[src/rtl/spimaster_pkg.sv]
// -----------------------------------------------------------------------------
// spimaster_pkg
// Shared types, constants and bit-order helpers for the SPI transfer engine.
//   state_t        : transfer FSM states
//   BITS_PER_BYTE  : bits shifted per buffer byte
//   CLK_DIV_BITS   : width of the SCLK half-period divider setting
//   shift_in       : inserts a received bit into the rx shift register
//   shift_out      : advances the tx shift register by one bit
//   line_bit       : picks the tx bit currently presented on mosi
// -----------------------------------------------------------------------------
package spimaster_pkg;

  typedef enum logic [2:0] {
    IDLE  = 3'd0,
    FETCH = 3'd1,
    LOAD  = 3'd2,
    SHIFT = 3'd3,
    STORE = 3'd4,
    DONE  = 3'd5
  } state_t;

  localparam int BITS_PER_BYTE = 8;
  localparam int CLK_DIV_BITS  = 8;
  localparam int BIT_CNT_BITS  = 3;

  // Received bits enter at bit 0 for MSB-first order and at bit 7 for LSB-first.
  function automatic logic [7:0] shift_in(input logic [7:0] cur,
                                          input logic       bit_in,
                                          input logic       lsb_first);
    logic [7:0] res;
    if (lsb_first) begin
      res = {bit_in, cur[7:1]};
    end else begin
      res = {cur[6:0], bit_in};
    end
    return res;
  endfunction

  // Transmit register moves toward the bit that is presented on mosi next.
  function automatic logic [7:0] shift_out(input logic [7:0] cur,
                                           input logic       lsb_first);
    logic [7:0] res;
    if (lsb_first) begin
      res = {1'b0, cur[7:1]};
    end else begin
      res = {cur[6:0], 1'b0};
    end
    return res;
  endfunction

  function automatic logic line_bit(input logic [7:0] cur,
                                    input logic       lsb_first);
    logic res;
    if (lsb_first) begin
      res = cur[0];
    end else begin
      res = cur[7];
    end
    return res;
  endfunction

endpackage

[src/rtl/spi_sclk_gen.sv]
// -----------------------------------------------------------------------------
// spi_sclk_gen
// SCLK divider for the SPI transfer engine. While enabled, a counter runs
// 0..i_div and SCLK toggles at terminal count, giving a half-period of
// i_div+1 clk cycles. When disabled the counter is held clear and SCLK low,
// so every byte starts from a fresh half-period.
// Ports:
//   i_clk, i_rst : system clock, synchronous active-high reset
//   i_en         : run the divider (engine is in its shift phase)
//   i_div        : half-period setting, latched by the engine
//   o_sclk       : registered SPI clock, idles low
//   o_rise       : strobe, SCLK goes high at the coming clk edge
//   o_fall       : strobe, SCLK goes low at the coming clk edge
// -----------------------------------------------------------------------------
module spi_sclk_gen
  import spimaster_pkg::*;
(
  input  logic                    i_clk,
  input  logic                    i_rst,
  input  logic                    i_en,
  input  logic [CLK_DIV_BITS-1:0] i_div,
  output logic                    o_sclk,
  output logic                    o_rise,
  output logic                    o_fall
);

  logic [CLK_DIV_BITS-1:0] r_div_cnt;
  logic                    r_sclk;
  logic                    w_tc;

  // Strobes announce the toggle that the register below performs this edge.
  assign w_tc   = i_en && (r_div_cnt == i_div);
  assign o_rise = w_tc && !r_sclk;
  assign o_fall = w_tc && r_sclk;
  assign o_sclk = r_sclk;

  // Divider counter and SCLK toggle register.
  always_ff @(posedge i_clk) begin
    if (i_rst) begin
      r_div_cnt <= '0;
      r_sclk    <= 1'b0;
    end else if (!i_en) begin
      r_div_cnt <= '0;
      r_sclk    <= 1'b0;
    end else if (w_tc) begin
      r_div_cnt <= '0;
      r_sclk    <= ~r_sclk;
    end else begin
      r_div_cnt <= r_div_cnt + CLK_DIV_BITS'(1);
    end
  end

endmodule

[src/rtl/spi_xfer_engine.sv]
// -----------------------------------------------------------------------------
// spi_xfer_engine
// SPI master (mode 0) owning the SPI-side port of the dual-port byte buffer.
// On start it reads bytes 0..xfer_len-1, shifts each out on mosi while
// capturing miso, and writes the received byte back to the same address.
// Per byte: FETCH, LOAD, 16 SCLK half-periods of SHIFT, STORE, i.e.
// 3 + 16*(clk_div+1) cycles; cs_n stays low across all bytes.
// Optional build macro: SPIMASTER_LSB_FIRST_EN adds the lsb_first input
// (sampled on start) selecting LSB-first order; without it order is MSB first.
// Ports:
//   clk, rst         : system clock, synchronous active-high reset
//   start            : one-cycle pulse, accepted only in IDLE
//   xfer_len         : byte count 0..num_bytes, sampled on start
//   clk_div          : SCLK half-period minus one, sampled on start
//   busy, done       : transfer in progress / one-cycle completion pulse
//   b_addr, b_wr_val, b_wr_en, b_rd_val : buffer SPI port (1-cycle read)
//   cs_n, sclk, mosi, miso              : SPI pins
//   lsb_first        : bit-order select (only with SPIMASTER_LSB_FIRST_EN)
// -----------------------------------------------------------------------------
module spi_xfer_engine
  import spimaster_pkg::*;
#(
  parameter  int num_bytes = 8192,
  localparam int addr_bits = $clog2(num_bytes)
) (
  input  logic                    clk,
  input  logic                    rst,
  input  logic                    start,
  input  logic [addr_bits:0]      xfer_len,
  input  logic [CLK_DIV_BITS-1:0] clk_div,
  output logic                    busy,
  output logic                    done,
  output logic [addr_bits-1:0]    b_addr,
  output logic [7:0]              b_wr_val,
  input  logic [7:0]              b_rd_val,
  output logic                    b_wr_en,
  output logic                    cs_n,
  output logic                    sclk,
  output logic                    mosi,
  input  logic                    miso
`ifdef SPIMASTER_LSB_FIRST_EN
  ,
  input  logic                    lsb_first
`endif
);

  state_t                  r_state;
  logic [addr_bits:0]      r_len;
  logic [CLK_DIV_BITS-1:0] r_div;
  logic [7:0]              r_tx_shift;
  logic [7:0]              r_rx_shift;
  logic [BIT_CNT_BITS-1:0] r_bit_cnt;

  logic                    w_shift_en;
  logic                    w_rise;
  logic                    w_fall;
  logic                    w_accept;
  logic                    w_lsb;
  logic [7:0]              w_tx_next;
  logic                    w_last_byte;

  // A non-empty start in IDLE is the only way into a transfer.
  assign w_accept    = (r_state == IDLE) && start && (xfer_len != '0);
  assign w_shift_en  = (r_state == SHIFT);
  assign w_tx_next   = shift_out(r_tx_shift, w_lsb);
  // b_addr is the byte index, so index+1 == length marks the final byte.
  assign w_last_byte = (({1'b0, b_addr} + (addr_bits+1)'(1)) == r_len);

`ifdef SPIMASTER_LSB_FIRST_EN
  logic r_lsb_first;

  // Bit order is frozen for the whole transfer at the accepted start.
  always_ff @(posedge clk) begin
    if (rst) begin
      r_lsb_first <= 1'b0;
    end else if (w_accept) begin
      r_lsb_first <= lsb_first;
    end else begin
      r_lsb_first <= r_lsb_first;
    end
  end

  assign w_lsb = r_lsb_first;
`else
  assign w_lsb = 1'b0;
`endif

  spi_sclk_gen u_sclk_gen (
    .i_clk  (clk),
    .i_rst  (rst),
    .i_en   (w_shift_en),
    .i_div  (r_div),
    .o_sclk (sclk),
    .o_rise (w_rise),
    .o_fall (w_fall)
  );

  // Transfer FSM with registered pin, buffer and status outputs.
  always_ff @(posedge clk) begin
    if (rst) begin
      r_state    <= IDLE;
      r_len      <= '0;
      r_div      <= '0;
      r_tx_shift <= '0;
      r_rx_shift <= '0;
      r_bit_cnt  <= '0;
      busy       <= 1'b0;
      done       <= 1'b0;
      cs_n       <= 1'b1;
      mosi       <= 1'b0;
      b_addr     <= '0;
      b_wr_val   <= 8'h00;
      b_wr_en    <= 1'b0;
    end else begin
      case (r_state)
        IDLE: begin
          done    <= 1'b0;
          b_wr_en <= 1'b0;
          if (start && (xfer_len == '0)) begin
            // Empty transfer: report completion without touching the bus.
            done    <= 1'b1;
            r_state <= DONE;
          end else if (w_accept) begin
            r_len   <= xfer_len;
            r_div   <= clk_div;
            b_addr  <= '0;
            cs_n    <= 1'b0;
            busy    <= 1'b1;
            r_state <= FETCH;
          end else begin
            r_state <= IDLE;
          end
        end

        FETCH: begin
          // Buffer samples b_addr at this edge; data is valid in LOAD.
          r_state <= LOAD;
        end

        LOAD: begin
          r_tx_shift <= b_rd_val;
          mosi       <= line_bit(b_rd_val, w_lsb);
          r_bit_cnt  <= '0;
          r_state    <= SHIFT;
        end

        SHIFT: begin
          if (w_rise) begin
            r_rx_shift <= shift_in(r_rx_shift, miso, w_lsb);
          end else if (w_fall) begin
            r_tx_shift <= w_tx_next;
            mosi       <= line_bit(w_tx_next, w_lsb);
            r_bit_cnt  <= r_bit_cnt + BIT_CNT_BITS'(1);
            if (r_bit_cnt == BIT_CNT_BITS'(BITS_PER_BYTE - 1)) begin
              // Eighth falling edge: rx is complete since the last rise.
              b_wr_en  <= 1'b1;
              b_wr_val <= r_rx_shift;
              r_state  <= STORE;
            end else begin
              r_state <= SHIFT;
            end
          end else begin
            r_state <= SHIFT;
          end
        end

        STORE: begin
          b_wr_en <= 1'b0;
          if (w_last_byte) begin
            done    <= 1'b1;
            cs_n    <= 1'b1;
            busy    <= 1'b0;
            mosi    <= 1'b0;
            r_state <= DONE;
          end else begin
            b_addr  <= b_addr + addr_bits'(1);
            r_state <= FETCH;
          end
        end

        DONE: begin
          done    <= 1'b0;
          r_state <= IDLE;
        end

        default: begin
          busy    <= 1'b0;
          done    <= 1'b0;
          cs_n    <= 1'b1;
          mosi    <= 1'b0;
          b_wr_en <= 1'b0;
          r_state <= IDLE;
        end
      endcase
    end
  end

endmodule
[config.mk]
export PLATFORM = sky130hd
export DESIGN_NAME = spi_xfer_engine
export DESIGN_NICKNAME = d
export VERILOG_FILES = /design/src/rtl/spimaster_pkg.sv /design/src/rtl/spi_sclk_gen.sv /design/src/rtl/spi_xfer_engine.sv
export SDC_FILE = /design/constraint.sdc
export NUM_CORES = 1
export LEC_CHECK = 0
export CAP_MARGIN = 15
export CORE_MARGIN = 8
export CORE_UTILIZATION = 40
export DETAILED_ROUTE_END_ITERATION = 8
export GPL_TIMING_DRIVEN = 1
export PLACE_DENSITY_LB_ADDON = 0.3
export SKIP_LAST_GASP = 1
export SLEW_MARGIN = 20
export SYNTH_ARGS = -nofsm -noshare
export SYNTH_HDL_FRONTEND = slang
export SYNTH_HIERARCHICAL = 1
export SYNTH_SLANG_ARGS = --single-unit
[constraint.sdc]
create_clock -name clk -period 4.06 [get_ports clk]
set_input_delay 0.609 -clock clk [delete_from_list [all_inputs] [get_ports clk]]
set_output_delay 0.609 -clock clk [all_outputs]
set_load 0.01 [all_outputs]
==> results by group <==
STA
  • Slew Viols, Final: 0
  • TNS Setup: 0 ps
  • Final setup fails: 0
  • Setup ws final: 1023 ps
  • Min Hold Slack: 458.8 ps
  • Worst slew pin tran: 855.0 ps
  • Slew margin rel.: 42.69%
  • Highest Clock Rate: 0.3292 GHz
  • Shortest period the worst path allows: 3037 ps
  • Count of final hold-check violations: 0
  • Setup Skew: 10.67 ps
  • RSZ-0062 raised after global routing: no
  • Period utilization: 74.81%

Drt
  • Met2 wire length: 4614 um
  • 1st-pass router iterations: 5
  • Initial DRC count: 214
  • Vias per cell: 5.375
  • Final wirelength: 10060 um
  • Met3 wire length: about 550 um
  • DR top layer: met4
  • Avg WL per Cell: 15.20 um
  • Remaining antenna violation count: 0
  • # DRC: 0
  • Wl on met1: ~4700 um
  • Vias: roughly 3.6k

Flow run
  • Max cap viols: 0

Place
  • RePlAce Congestion: 0.8922
  • PortBufs: 60
  • Placed Area: between 4000 and 5000 um^2
  • Dpl ws: 1051 ps
  • HPWL Detailed: 7328 um

Synth
  • Seq cells post-synth: 78
  • Yosys warns: 6
  • Ranking of synthesized cells by area: dfxtp_1 40%, nand2_1 9.4%, a21oi_1 6.1%
  • Post-Syn Area: 3953 um^2
  • Main synth FF type: dfxtp_1
  • Top cell type's share of synthesized area: 39.51%
  • Most numerous cell in the Yosys netlist: nand2_1
  • Synthesized area per cell: 8.217 um^2
  • Top cells by count, synth: 99 x nand2_1, 78 x dfxtp_1, 48 x a21oi_1
  • Ys async rst share: 0%
  • EDFF count, synth: 0
  • Largest area contributor in the netlist: dfxtp_1
  • Register area share after synthesis: 39.51%
  • Number of library cell types mapped by synthesis: 64
  • Gate Count Post-Synth: 481
  • Mapped Nets: 519

Power and ir drop
  • Pwr dens: 327.4 nW/um^2
  • Worst vdd ir: about 0.00013 V
  • P_leak: 1.699 nW

Setup path
  • CP startpoint: r_state[1]
  • RR Endpoint: b_wr_val[5]
  • Critical Path Start Type: register
  • Worst reg2reg startpoint: r_state[1]
  • Crit path kind: register to register
  • Worst Reg-to-Reg Cells: 9
  • CP endpoint kind: register
  • Critical path arrival: 3270 ps
  • CP required: 4290 ps
  • Crit Path Max Fanout: 13
  • Critical Path End: b_wr_val[5]
  • Reg-to-reg slack, setup: 1020 ps

Clock tree
  • Post-CTS Setup Inserts: 0
  • TritonCTS clock tree: done
  • Clk sinks: around 80
  • Register clock-pin slew on the reported worst setup and hold paths: 90 ps
  • Post-CTS Hold Buffers: 0
  • Total CTS buffers: 9
  • Clk_lat worst skew: 350 ps
  • Clock Path Buffers: 2
  • Root buffer cell: clkbuf_8
  • H-Tree Level Count: 3
  • CTS-repair resized insts: 0

Layout
  • Nets: 562
  • Finished Core Util: 48.89%
  • Post-route design area: 4735 um^2
  • Layout cells sized above 1: 6.994%
  • Layout area overhead: 19.78%
  • Antenna cells: 0
  • Filler Cell Count: roughly 950

Global route
  • GRT Util Overall: 15.63%
  • Global-route wire length before repair: 16750 um
  • Vias in the first global route: approximately 3.4k
  • Largest net degree at the start of global routing: 55
  • Initial antenna violation count: 0
  • Grt ovf: 0

Min path
  • Hold Path Origin: r_tx_shift[0]
  • Hold WC Path Type: register to register

Die
  • Die width: roughly 120 um
  • Core area: 9684 um^2
  • Row count: 36
  • Starting Density: between 40% and 50%
  • Ports: just over 60
  • Total Die Area: 13320 um^2
  • Die Span Y: 115.4 um

Status
  • Outcome: completed
[worst max-delay path: stages, from the launching register on]
cell and delay (ps):
dfxtp_1 460, inv_1 140, nor2_1 280, nand2_1 290, inv_1 360, and3_2 260
nand2_1 140, nor3_2 680, mux2i_1 260, nor2_1 50
[stage by stage]
step | total power, mW | std cells
6_report | 1.550 | 662
5_1_grt | 1.633 | 662
4_1_cts | 1.567 | 662
3_5_place_dp | 1.014 | 646
3_3_place_gp | 1.012 | 646
2_1_floorplan | 0.9437 | 481
[final cells by class]
type	count	area [um^2]	share of cell area [%]
Multi-Input combinational cell	364	2177	45.98
Tap cell	133	166.4	3.515
Inverter	9	33.78	0.7135
Timing Repair Buffer	62	610.6	12.90
Sequential cell	78	1562	32.98
Clock buffer	9	123.9	2.616
Clock inverter	7	61.31	1.295
[where the power goes]
group	total [mW]	internal [mW]	switching (mW)
Sequential	0.813	0.790	0.0229
Combinational	0.182	0.0827	0.0994
Clock	0.555	0.234	0.321
Total	1.55	1.11	0.444
[registers in the layout, indices dropped and copies added, names as in the netlist, 3 cells and up]
name                  cells
r_len                    14
b_addr                   13
b_wr_val                  8
r_div                     8
r_rx_shift                8
u_sclk_gen/r_div_cnt      8
r_tx_shift                7
r_bit_cnt                 3
r_state                   3
[cell usage in the layout (no fill, tap or decap), types with 11 or more instances in the layout]
master,netlist,routed
a21oi_1,48,48
dfxtp_1,78,78
nand2_1,99,99
xnor2_1,18,18
clkdlybuf4s50_1,0,59
xor2_1,11,11
nand3_1,13,13
nor2_1,36,36
and3_1,13,13
nor3_1,12,12
[worst min path at each step]
stage | end | slack [ps] | cells past startpoint
floorplan | r_tx_shift[0] | 430 | 2
CTS | r_tx_shift[0] | 460 | 2
detailed placement | r_tx_shift[0] | 450 | 2
global placement | r_bit_cnt[1] | 440 | 2
finish | r_tx_shift[0] | 460 | 2
global route | r_div[6] | 490 | 2
[cells by family after synthesis]
group / synth area share [%]
and+or+nand+nor: 28.62
AOI/OAI and AO/OA: 16.21
DFF: 39.51
buffers and inverters: 5.413
xor gates and xnor gates: 6.426
muxes: 2.564
adders and majority gates: 1.266
[metal layers]
metal / GRT usage [%] / vias up
li1: - / 1780
met4: 6.480 / 0
met3: 2.994 / 12
met1: 20.90 / 1662
met2: 23.99 / 104
met5: 0 / -
Power figures use the tool's default switching activity.
